$ cat src/rtl/bus_arb_pkg.sv
// Shared types and helpers for the weighted round-robin bus scheduler.
// Default sizes, FSM state encoding and the destination-field decode.
package bus_arb_pkg;

  localparam int DRVRS_DEF   = 4;
  localparam int PCKG_SZ_DEF = 16;
  localparam int WGT_W_DEF   = 4;
  localparam int PKT_MAX     = 64;
  localparam logic [7:0] BROADCAST_DEF = 8'hFF;

  typedef enum logic {IDLE, HOLD} state_t;

  typedef logic [$clog2(DRVRS_DEF)-1:0] idx_t;
  typedef logic [WGT_W_DEF-1:0]         wgt_t;

  // Destination id sits in the top byte of a packet of width sz.
  function automatic logic [7:0] dest_of(input logic [PKT_MAX-1:0] pkt, input int unsigned sz);
    return 8'(pkt >> (sz - 8));
  endfunction

endpackage

$ cat src/rtl/bus_wrr_scheduler_rr_pick.sv
// Circular priority encoder: first set bit of i_eligible at or after i_ptr.
// o_winner is meaningless when o_any is low.
module rr_pick #(
  parameter int N  = 4,
  parameter int IW = $clog2(N)
) (
  input  logic [N-1:0]  i_eligible,
  input  logic [IW-1:0] i_ptr,
  output logic [IW-1:0] o_winner,
  output logic          o_any
);

  logic [N-1:0]  w_rot;
  logic [IW-1:0] w_off;
  logic [IW:0]   w_sum;

  // Rotate so that bit 0 corresponds to the device at i_ptr.
  assign w_rot = N'({i_eligible, i_eligible} >> i_ptr);
  assign o_any = |i_eligible;

  // NOTE: every variable written here gets a default first, so no latch is inferred.
  always_comb begin
    w_off = '0;
    for (int k = N - 1; k >= 0; k--) begin
      if (w_rot[k]) w_off = IW'(k);
    end
    w_sum = {1'b0, i_ptr} + {1'b0, w_off};
    if (w_sum >= (IW+1)'(N)) w_sum = w_sum - (IW+1)'(N);
    o_winner = w_sum[IW-1:0];
  end

endmodule

$ cat src/rtl/bus_wrr_scheduler.sv
// Weighted round-robin scheduler: pops one packet from the winning device FIFO
// and holds it on a valid/ready port; per-device weights set the bus share.
module bus_wrr_scheduler
  import bus_arb_pkg::*;
#(
  parameter int         DRVRS     = DRVRS_DEF,
  parameter int         PCKG_SZ   = PCKG_SZ_DEF,
  parameter int         WGT_W     = WGT_W_DEF,
  parameter logic [7:0] BROADCAST = BROADCAST_DEF,
  localparam int        IW        = $clog2(DRVRS)
) (
  input  logic                            clk,
  input  logic                            reset,
  input  logic [DRVRS-1:0]                pndng,
  input  logic [DRVRS-1:0][PCKG_SZ-1:0]   D_pop,
  output logic [DRVRS-1:0]                pop,
  input  logic                            cfg_we,
  input  logic [IW-1:0]                   cfg_idx,
  input  logic [WGT_W-1:0]                cfg_wgt,
  output logic                            gnt_vld,
  input  logic                            gnt_rdy,
  output logic [IW-1:0]                   gnt_id,
  output logic [PCKG_SZ-1:0]              gnt_data,
  output logic [7:0]                      gnt_dest,
  output logic                            gnt_bcast
);

  state_t               r_state, w_next;
  logic [WGT_W-1:0]     r_wgt [DRVRS];
  logic [WGT_W-1:0]     r_credit;
  logic [IW-1:0]        r_ptr;
  logic [IW-1:0]        r_id;
  logic [PCKG_SZ-1:0]   r_data;
  logic                 r_vld;
  logic [DRVRS-1:0]     r_pop;

  logic [DRVRS-1:0]     w_elig;
  logic [IW-1:0]        w_win;
  logic                 w_any;
  logic [WGT_W-1:0]     w_c;
  logic [IW-1:0]        w_ptr_inc;

  always_comb begin
    for (int i = 0; i < DRVRS; i++) w_elig[i] = pndng[i] & (r_wgt[i] != '0);
  end

  rr_pick #(.N(DRVRS), .IW(IW)) u_pick (
    .i_eligible (w_elig),
    .i_ptr      (r_ptr),
    .o_winner   (w_win),
    .o_any      (w_any)
  );

  // Remaining credit belongs to ptr only; any other winner starts from its full weight.
  assign w_c       = (r_id == r_ptr) ? r_credit : r_wgt[r_id];
  assign w_ptr_inc = (r_id == IW'(DRVRS - 1)) ? '0 : r_id + IW'(1);

  always_comb begin
    w_next = r_state;
    case (r_state)
      IDLE:    if (w_any)   w_next = HOLD;
      HOLD:    if (gnt_rdy) w_next = IDLE;
      default: w_next = IDLE;
    endcase
  end

  // NOTE: the weight table is a small flop array, not a RAM macro, so it is reset like any register.
  always_ff @(posedge clk) begin
    if (!reset) begin
      r_state  <= IDLE;
      r_pop    <= '0;
      r_vld    <= 1'b0;
      r_id     <= '0;
      r_data   <= '0;
      r_ptr    <= '0;
      r_credit <= WGT_W'(1);
      for (int i = 0; i < DRVRS; i++) r_wgt[i] <= WGT_W'(1);
    end else begin
      r_state <= w_next;
      r_pop   <= '0;
      if (cfg_we && ({1'b0, cfg_idx} < (IW+1)'(DRVRS))) r_wgt[cfg_idx] <= cfg_wgt;
      case (r_state)
        IDLE: begin
          if (w_any) begin
            r_id   <= w_win;
            r_data <= D_pop[w_win];
            r_vld  <= 1'b1;
            r_pop  <= DRVRS'(1) << w_win;
          end
        end
        HOLD: begin
          if (gnt_rdy) begin
            r_vld <= 1'b0;
            if (w_c > WGT_W'(1)) begin
              r_ptr    <= r_id;
              r_credit <= w_c - WGT_W'(1);
            end else begin
              r_ptr    <= w_ptr_inc;
              r_credit <= r_wgt[w_ptr_inc];
            end
          end
        end
        default: ;
      endcase
    end
  end

  assign pop       = r_pop;
  assign gnt_vld   = r_vld;
  assign gnt_id    = r_id;
  assign gnt_data  = r_data;
  assign gnt_dest  = dest_of(PKT_MAX'(r_data), PCKG_SZ);
  assign gnt_bcast = (gnt_dest == BROADCAST);

endmodule

$ cat config.mk
export PLATFORM = sky130hd
export DESIGN_NAME = bus_wrr_scheduler
export DESIGN_NICKNAME = d
export VERILOG_FILES = /design/src/rtl/bus_arb_pkg.sv /design/src/rtl/bus_wrr_scheduler_rr_pick.sv /design/src/rtl/bus_wrr_scheduler.sv
export SDC_FILE = /design/constraint.sdc
export NUM_CORES = 1
export LEC_CHECK = 0
export ABC_CLOCK_PERIOD_IN_PS = 3600
export CAP_MARGIN = 40
export CELL_PAD_IN_SITES_DETAIL_PLACEMENT = 0
export CELL_PAD_IN_SITES_GLOBAL_PLACEMENT = 1
export CORE_MARGIN = 4
export CORE_UTILIZATION = 33
export DETAILED_ROUTE_END_ITERATION = 12
export GPL_ROUTABILITY_DRIVEN = 0
export PLACE_DENSITY_LB_ADDON = 0.1
export SYNTH_ARGS = -nofsm -noshare
export SYNTH_HDL_FRONTEND = slang
export SYNTH_HIERARCHICAL = 1
export SYNTH_SLANG_ARGS = --single-unit
$ cat constraint.sdc
create_clock -name clk -period 3.6 [get_ports clk]
set_clock_uncertainty 0.2 [all_clocks]
set_input_delay 0.54 -clock clk [delete_from_list [all_inputs] [get_ports clk]]
set_output_delay 0.54 -clock clk [all_outputs]
set_load 0.02 [all_outputs]
---- Word-level counts from Yosys, hierarchy flattened ----
Memory sizes are Yosys's and may differ from the RTL's. A register that Yosys moved wholly into a read port is not among the register bits.
Index checks and enable logic that the tools add are counted.
word-level totals
  logic and storage cells ................. 65
  RAM bits ................................ 16
  input port bits ......................... 78
  output and inout bits ................... 32
  flip-flop bits (word level) ............. 30
  memories kept ........................... 1
operators by class
  equal/unequal tests ..................... 5
  bitwise gates (word level) .............. 7
  reductions and logical operators ........ 10
  add/subtract/negate cells ............... 4
  muxes and demuxes ....................... 26
  shift-type cells ........................ 2
  order comparisons ....................... 3
memories
  memory  words  width  read ports  clocked after memory_dff  write ports  line                     RTL
  r_wgt   4      4      6           1                         4            bus_wrr_scheduler.sv:29  logic [WGT_W-1:0] r_wgt [DRVRS];
operators by type and width
  kind                   count
  $bmux W16 S2           1
  $mux W2                10
  $mux W16               1
  $reduce_bool A4 Y1     4
  $mux W4                3
  $mux W1                9
  $eq A8 B8 Y1 const B   1
  $reduce_or A4 Y1       2
  $shr A8 B2 Y4          1
  $reduce_and A2 Y1      3
  $and A1 B1 Y1          4
  $gt A4 B1 Y1 const B   1
  $pmux W1 S2            2
  $shl A1 B2 Y4 const A  1
  $sub A4 B1 Y4 const B  1
  $add A2 B2 Y3          1
  $ge A3 B3 Y1 const B   1
  $lt A2 B3 Y1 const B   1
  $not A1 Y1             3
  $reduce_or A3 Y1       1
  $add A2 B1 Y2 const B  1
  $eq A2 B2 Y1           1
  $eq A2 B2 Y1 const B   1
  $ne A2 B1 Y1 const B   1
  other kinds (2)        2

---- Longest topological paths before layout ----
Gate-level depths: netlist of the first run.
An unclocked memory read counts as a cell.
  depth in word-level cells ............... 13
  depth in mapped cells ................... 11
  gate-level depth less buffers ........... 10

---- Hierarchy ----
Netlist of the first run, hierarchy kept.
by module, submodules not included
  module             cells an instance  instances  sequential area each (um^2)  area each (um^2)
  bus_wrr_scheduler  209                1          1121.1                       2585.0
  rr_pick            27                 1          0.0                          178.9

---- Least setup slack after synthesis of the first run ----
OpenSTA, ideal clock, no wires.
  path type ............................... reg-to-reg
  start ................................... mem r_wgt[0][2] in the netlist's numbering
  end ..................................... reg r_data[10], in the netlist gnt_data[10]
  required time ........................... 3.283 ns
  path buffers ............................ 1
  clock period less this slack ............ 3.070 ns
  setup time .............................. 0.117 ns
  stages on the path, launching flop included .. 12
  arrival time ............................ 2.753 ns
  setup slack ............................. 0.530 ns
  cells stage by stage .................... edfxtp_1 > o41a_1 > nor2_1 > nor3_1 > a21oi_1 > o211ai_1 > ha_1 > xor2_1 > xnor2_1 > clkbuf_1 > mux4_2 > a22o_1
RTL lines
  item                  line                     RTL
  from (decl)           bus_wrr_scheduler.sv:29
  to (signal assigned)  bus_wrr_scheduler.sv:86  r_data <= D_pop[w_win];
  to (decl)             bus_wrr_scheduler.sv:33  logic [PCKG_SZ-1:0] r_data;

==> results of run 1 <==
[Yosys cell counts, types with 4 or more instances]
cell,n
edfxtp_1,16
o21ai_0,5
clkbuf_1,8
ha_1,4
inv_1,4
nand3_1,5
and2_1,11
nand4_1,4
and3_1,6
nand2_1,10
nor2_1,15
buf_4,9
mux2i_1,7
a21oi_1,6
nand2b_1,8
o41a_1,4
nor3b_1,5
a22o_1,17
mux4_2,23
nor3_1,8
dfxtp_1,32
[flip-flops by register name, summed over array words and instances (netlist names), named ones only]
| signal | cells |
|---|---|
| gnt_data | 16 |
| gnt_id | 2 |
| gnt_vld | 1 |
| pop | 4 |
| r_credit | 4 |
| r_ptr | 2 |
| r_state | 1 |
| r_wgt | 16 |
[path summary, 6_finish.rpt]
| check | from | end | slack, ns | cells past startpoint |
|---|---|---|---|---|
| max | r_wgt[0][2] | gnt_data[0] | 0.32 | 11 |
| min | gnt_data[4] | gnt_data[4] | 0.29 | 1 |
| max reg2reg | r_wgt[0][2] | gnt_data[0] | 0.32 | 11 |
| min reg2reg | gnt_data[4] | gnt_data[4] | 0.29 | 1 |
[routing by layer]
metal / global-route usage / share of wire
met5: 0 / 0
met4: 0.0441 / 0.016
met3: 0.0295 / 0.052
met2: 0.249 / 0.50
met1: 0.191 / 0.43
[kinds of logic (layout without fill, tap and decap cells)]
logic type / Yosys count / after routing / share of synthesized area
muxes: 31 / 31 / 0.222
buffers and inverters: 23 / 128 / 0.0444
DFF: 48 / 48 / 0.406
xor gates and xnor gates: 6 / 6 / 0.0217
and+or+nand+nor: 79 / 79 / 0.155
adders and majority gates: 4 / 4 / 0.0181
AOI/OAI and AO/OA: 45 / 45 / 0.133
[report_power, final]
| part | switching [uW] | internal (uW) | total (uW) |
|---|---|---|---|
| clock | 184 | 206 | 390 |
| combinational | 336 | 426 | 762 |
| sequential | 61.5 | 625 | 687 |
| total | 582 | 1260 | 1840 |
[worst register-to-register path, delay by kind of cell (launching register included)]
family / cells / cell delay [ns]
flip-flops: 1 / 0.42
multiplexers: 1 / 0.31
AND/OR/NAND/NOR: 2 / 0.19
AO/OA/AOI/OAI: 4 / 1.08
buffers and inverters: 1 / 0.25
XOR/XNOR: 2 / 0.52
adder cells (fa/ha/maj): 1 / 0.21
[through the flow]
stage	cell area, um2	total power (uW)	std cells
after floorplan	2760	1190	236
after global placement	3950	1470	438
after detailed placement	3950	1470	438
after CTS	4060	1860	446
after global routing	4060	1940	446
final	4060	1840	446
[cell type report]
class                   instances  area (um2)  share of cell area
multi-input cells             165        1530               0.376
repair buffers                116        1160               0.285
flip-flops and latches         48        1120               0.276
well taps                     105         131              0.0324
clock buffers                   6        72.6              0.0179
clock inverters                 2        35.0             0.00863
inverters                       4        15.0             0.00370
==> impl_results.md, run 1 <==
- Min Hold Slack: 0.294 ns
- Die X: around 100 um
- Layout Nets: 422
- Max-Cap Viols: 0
- CP Launch Type: register
- GRT Residual Overflow: 0
- Share of post-route cells with drive strength above 1: 0.132
- Worst setup EP type: register
- Top cell type's share of synthesized area: 0.232
- Final WL: 7300 um
- Total Routing Usage GR: 0.147
- Detail Placement HPWL: between 5000 and 6000 um
- Setup Fix Bufs, Post-CTS: 0
- Number of synthesized flops with an enable pin: 16
- CTS resizes: 0
- Vias in the first global route: about 2300
- Crit-path slowest cell: o41a_1
- Commonest cells after routing, fill and taps aside: clkdlybuf4s50_1 (109), dfxtp_1 (32), mux4_2 (23)
- Critical path class: reg2reg
- Clk_lat worst skew: 0.30 ns
- Fill cells: 780
- Period minus WS final: 3.28 ns
- Post-route setup TNS: 0 ns
- Area Overhead vs Synth: 46.9%
- H-tree level count: 2
- Worst Path Buf+Inv: 1
- Synthesized flop and latch total: 48
- RSZ-0062 raised after global routing: false
- Ys flop type: dfxtp_1
- Initial Util: 0.338
- Remaining antenna violation count: 0
- Ant diodes: 0
- HP Class: reg2reg
- Commonest non-fill, non-tap cell in the layout: clkdlybuf4s50_1
- Final setup fails: 0
- WP data arrival: 3.28 ns
- IO Port Bufs: 109
- Vias: about 2300
- Wire per inst: 16.4 um
- Top cells by area in the synthesized netlist: dfxtp_1 (23%), mux4_2 (19%), edfxtp_1 (17%), a22o_1 (5.4%), mux2i_1 (2.5%)
- Pwr dens: 453 mW/mm2
- Pin count of the biggest net entering global routing: 21
- Post-synth top area cell: dfxtp_1
- Max rail drop VDD: 168 uV
- Cts bufs inserted: 5
- CTS tree: built
- Sequential area share after synthesis: 0.406
- Actual slew at the worst max-slew pin: 0.486 ns
- DR iter-0 viols: 61
- Chip Height: 99.5 um
- CTS max path bufs: 2
- Area of the mapped netlist: around 0.0028 mm2
- Max_slew headroom: 0.676
- Slowest stage delay, CP: between 0.5 and 0.6 ns
- Drt first pass iters: 4
- Fraction of registers with async set/reset: 0
- Place WS: around 0.067 ns
- Final max-slew violation count: 0
- Worst-path cell chain: o41a_1, nand2_1, nor2_1, o21ai_0, o211ai_1, ha_1, xor2_1, xnor2_2, buf_4, mux4_2, a22o_1
- Clk sink count: 48
- Worst-path clk slew: approximately 0.090 ns
- IO Count: 110
- Cts hold-fix bufs: 0
- Root Buffer: clkbuf_8
- Syn Inst Count: 236
- First-pass GRT wire length: 11600 um
- Final period util: 0.911
- Fmax achieved: 305 MHz
- Core area: 0.00818 mm2
- Synthesized net count: 318
- Remaining DRCs: 0
- Syn Area/Cell: between 10 and 15 um2
- Final hold violations: 0
- Distinct cells, synth: 41
- FP Rows: 33
- PnR worst setup slack: 0.319 ns
- Initial antenna violation count: 0
- CP top delay family: compound AO/OA/AOI/OAI gates
- Crit path required time: 3.60 ns
- Outcome: finished clean
- Post-layout util: 0.496
- Leakage power: 0.00149 uW
- Die ar.: 0.00990 mm2
- Critical path fanouts, max: 9
- Synth warnings: 6
- Vias per cell: 5.16
No activity file was read; power rests on OpenSTA's default activity.
==> run 2, diff against run 1 <==
--- a/config.mk
+++ b/config.mk
@@ -9,7 +9,7 @@
 export CAP_MARGIN = 40
 export CELL_PAD_IN_SITES_DETAIL_PLACEMENT = 0
 export CELL_PAD_IN_SITES_GLOBAL_PLACEMENT = 1
-export CORE_MARGIN = 4
+export CORE_MARGIN = 2
 export CORE_UTILIZATION = 33
 export DETAILED_ROUTE_END_ITERATION = 12
 export GPL_ROUTABILITY_DRIVEN = 0
==> run 2 against run 1 <==
Compared with the run above: total power is 3.4% lower; clock-buffer cell count stayed put; setup slack better by 0.11 ns; register-to-register slack better by 0.17 ns; clock power is 17% lower; core utilization is 0.23 points lower; final cell count is 0.22% lower; critical endpoint is now gnt_data[4].
==> impl_results.md, run 2 (same netlist as run 1, synthesis figures left out) <==
- CTS max path bufs: 2
- Finished Layout Cells: 445
- Crit path required time: 3.59 ns
- Initial Util: 0.338
- Worst-path clk slew: about 0.090 ns
- Remaining DRCs: 0
- Final WL: 7220 um
- First-pass GRT wire length: 11000 um
- Worst setup EP type: register
- Chip Height: 95.5 um
- Remaining antenna violation count: 0
- Slowest stage delay, CP: 0.47 ns
- Root Buffer: clkbuf_8
- Clk sink count: 48
- Final setup fails: 0
- CP Launch Type: input pin
- Total placed cells including tap cells: 437
- DR WL met2: around 3700 um
- Layout Nets: 421
- Drt first pass iters: 4
- Sw Ratio: 0.329
- Final period util: 0.880
- Setup slack, reg-to-reg: 0.49 ns
- RR Startpoint: r_wgt[1][2]
- Outcome: finished clean
- Setup Fix Bufs, Post-CTS: 0
- Clk_lat worst skew: 0.30 ns
- Clock network fraction of design power: 0.182
- Worst-path cell chain: clkdlybuf4s50_1, o41a_1, inv_1, nor3_1, a31oi_1, o211ai_1, ha_1, xor2_1, xnor2_2, buf_12, mux4_2, a22o_1
- Area Overhead vs Synth: 46.2%
- Total Routing Usage GR: 0.158
- Fill cells: 764
- FP Rows: 33
- Post-Route M1 WL: 3070 um
- HP Start: gnt_data[1]
- Leakage power: 0.00149 uW
- Max-Cap Viols: 0
- Highest metal used: met4
- Post-route setup TNS: 0 ns
- Post-layout util: 0.494
- Commonest cells after routing, fill and taps aside: clkdlybuf4s50_1 (109), dfxtp_1 (32), mux4_2 (23)
- Pin count of the biggest net entering global routing: 22
- HP Class: reg2reg
- Max_slew headroom: 0.668
- Actual slew at the worst max-slew pin: 0.497 ns
- Vias per cell: 5.16
- Sequential power share: 0.387
- Core area: 0.00818 mm2
- DR iter-0 viols: 67
- WP data arrival: about 3.2 ns
- Wire per inst: between 15 and 20 um
- H-tree level count: 2
- R2R Path End: gnt_data[4]
- Switching power: 584 uW
- Die ar.: a little over 0.009 mm2
- IO Port Bufs: 109
- Critical path fanouts, max: 21
- Critical path class: in2reg
- Final max-slew violation count: 0
- Pwr dens: 440 mW/mm2
- Share of post-route cells with drive strength above 1: 0.129
- Die X: 95.5 um
- IO Count: 110
- Cts bufs inserted: 5
- Fmax achieved: 316 MHz
- CTS tree: built
- Ant diodes: 0
- Comb power frac: 0.431
- Detail Placement HPWL: around 5500 um
- Cts hold-fix bufs: 0
- End of the critical path: gnt_data[4]
- Max rail drop VDD: 167 uV
- Overall power: 1780 uW
- Vias: 2298
- Met3 wire len: ~340 um
- Crit path launch: pndng[1]
- Pint: between 1000 and 1500 uW
- Final hold violations: 0
- Initial antenna violation count: 0
- Period minus WS final: about 3.2 ns
- Crit-path slowest cell: clkdlybuf4s50_1
- Min Hold Slack: 0.292 ns
- RSZ-0062 raised after global routing: false
- Vias in the first global route: 2210
- GRT Residual Overflow: 0
- CTS resizes: 0
- Worst Reg-to-Reg Cells: 11
- Commonest non-fill, non-tap cell in the layout: clkdlybuf4s50_1
==> run 2: worst min-delay path by stage <==
| stage | end | depth (start not counted) |
|---|---|---|
| after floorplan | r_state | 2 |
| after global placement | gnt_data[1] | 1 |
| after detailed placement | gnt_data[6] | 1 |
| after CTS | gnt_data[5] | 1 |
| after global routing | gnt_data[7] | 1 |
| final | gnt_data[1] | 1 |
==> run 2: per-layer routing <==
| metal | vias up | track usage |
|---|---|---|
| met3 | 5 | 0.0316 |
| li1 | 1121 | - |
| met1 | 1110 | 0.193 |
| met4 | 0 | 0.0393 |
| met2 | 62 | 0.285 |
| met5 | - | 0 |
==> run 2: final cells by class <==
type / count / area [um2] / share of cell area
tap: 105 / 131 / 0.0325
timing repair buffer: 115 / 1160 / 0.287
clock inverter: 2 / 11.3 / 0.00279
sequential: 48 / 1120 / 0.277
clock buffer: 6 / 72.6 / 0.0180
inverter: 4 / 15.0 / 0.00372
multi-input combinational: 165 / 1530 / 0.378
==> run 2: stage by stage <==
| step | instance area [um2] | setup slack (ns) |
|---|---|---|
| floorplan | 2760 | 0.530 |
| finish | 4040 | 0.431 |
| detailed placement | 3960 | 0.188 |
| global route | 4040 | 0.235 |
| global placement | 3960 | 0.223 |
| CTS | 4040 | 0.459 |
==> run 2: critical path, delay by kind of cell <==
kind | cells | cell delay (ns)
buf+inv | 3 | 0.78
compound gates | 4 | 0.78
xor+xnor | 2 | 0.40
mux | 1 | 0.30
fa+ha+maj | 1 | 0.18
simple gates | 1 | 0.17
==> run 2: power by group through the flow <==
| stage | Clock, uW | Sequential (uW) | Combinational (uW) |
|---|---|---|---|
| final | 323 | 688 | 766 |
| after global routing | 357 | 699 | 832 |
| after CTS | 333 | 689 | 774 |
| after detailed placement | 0 | 700 | 771 |
| after global placement | 0 | 700 | 770 |
| after floorplan | 0 | 729 | 458 |
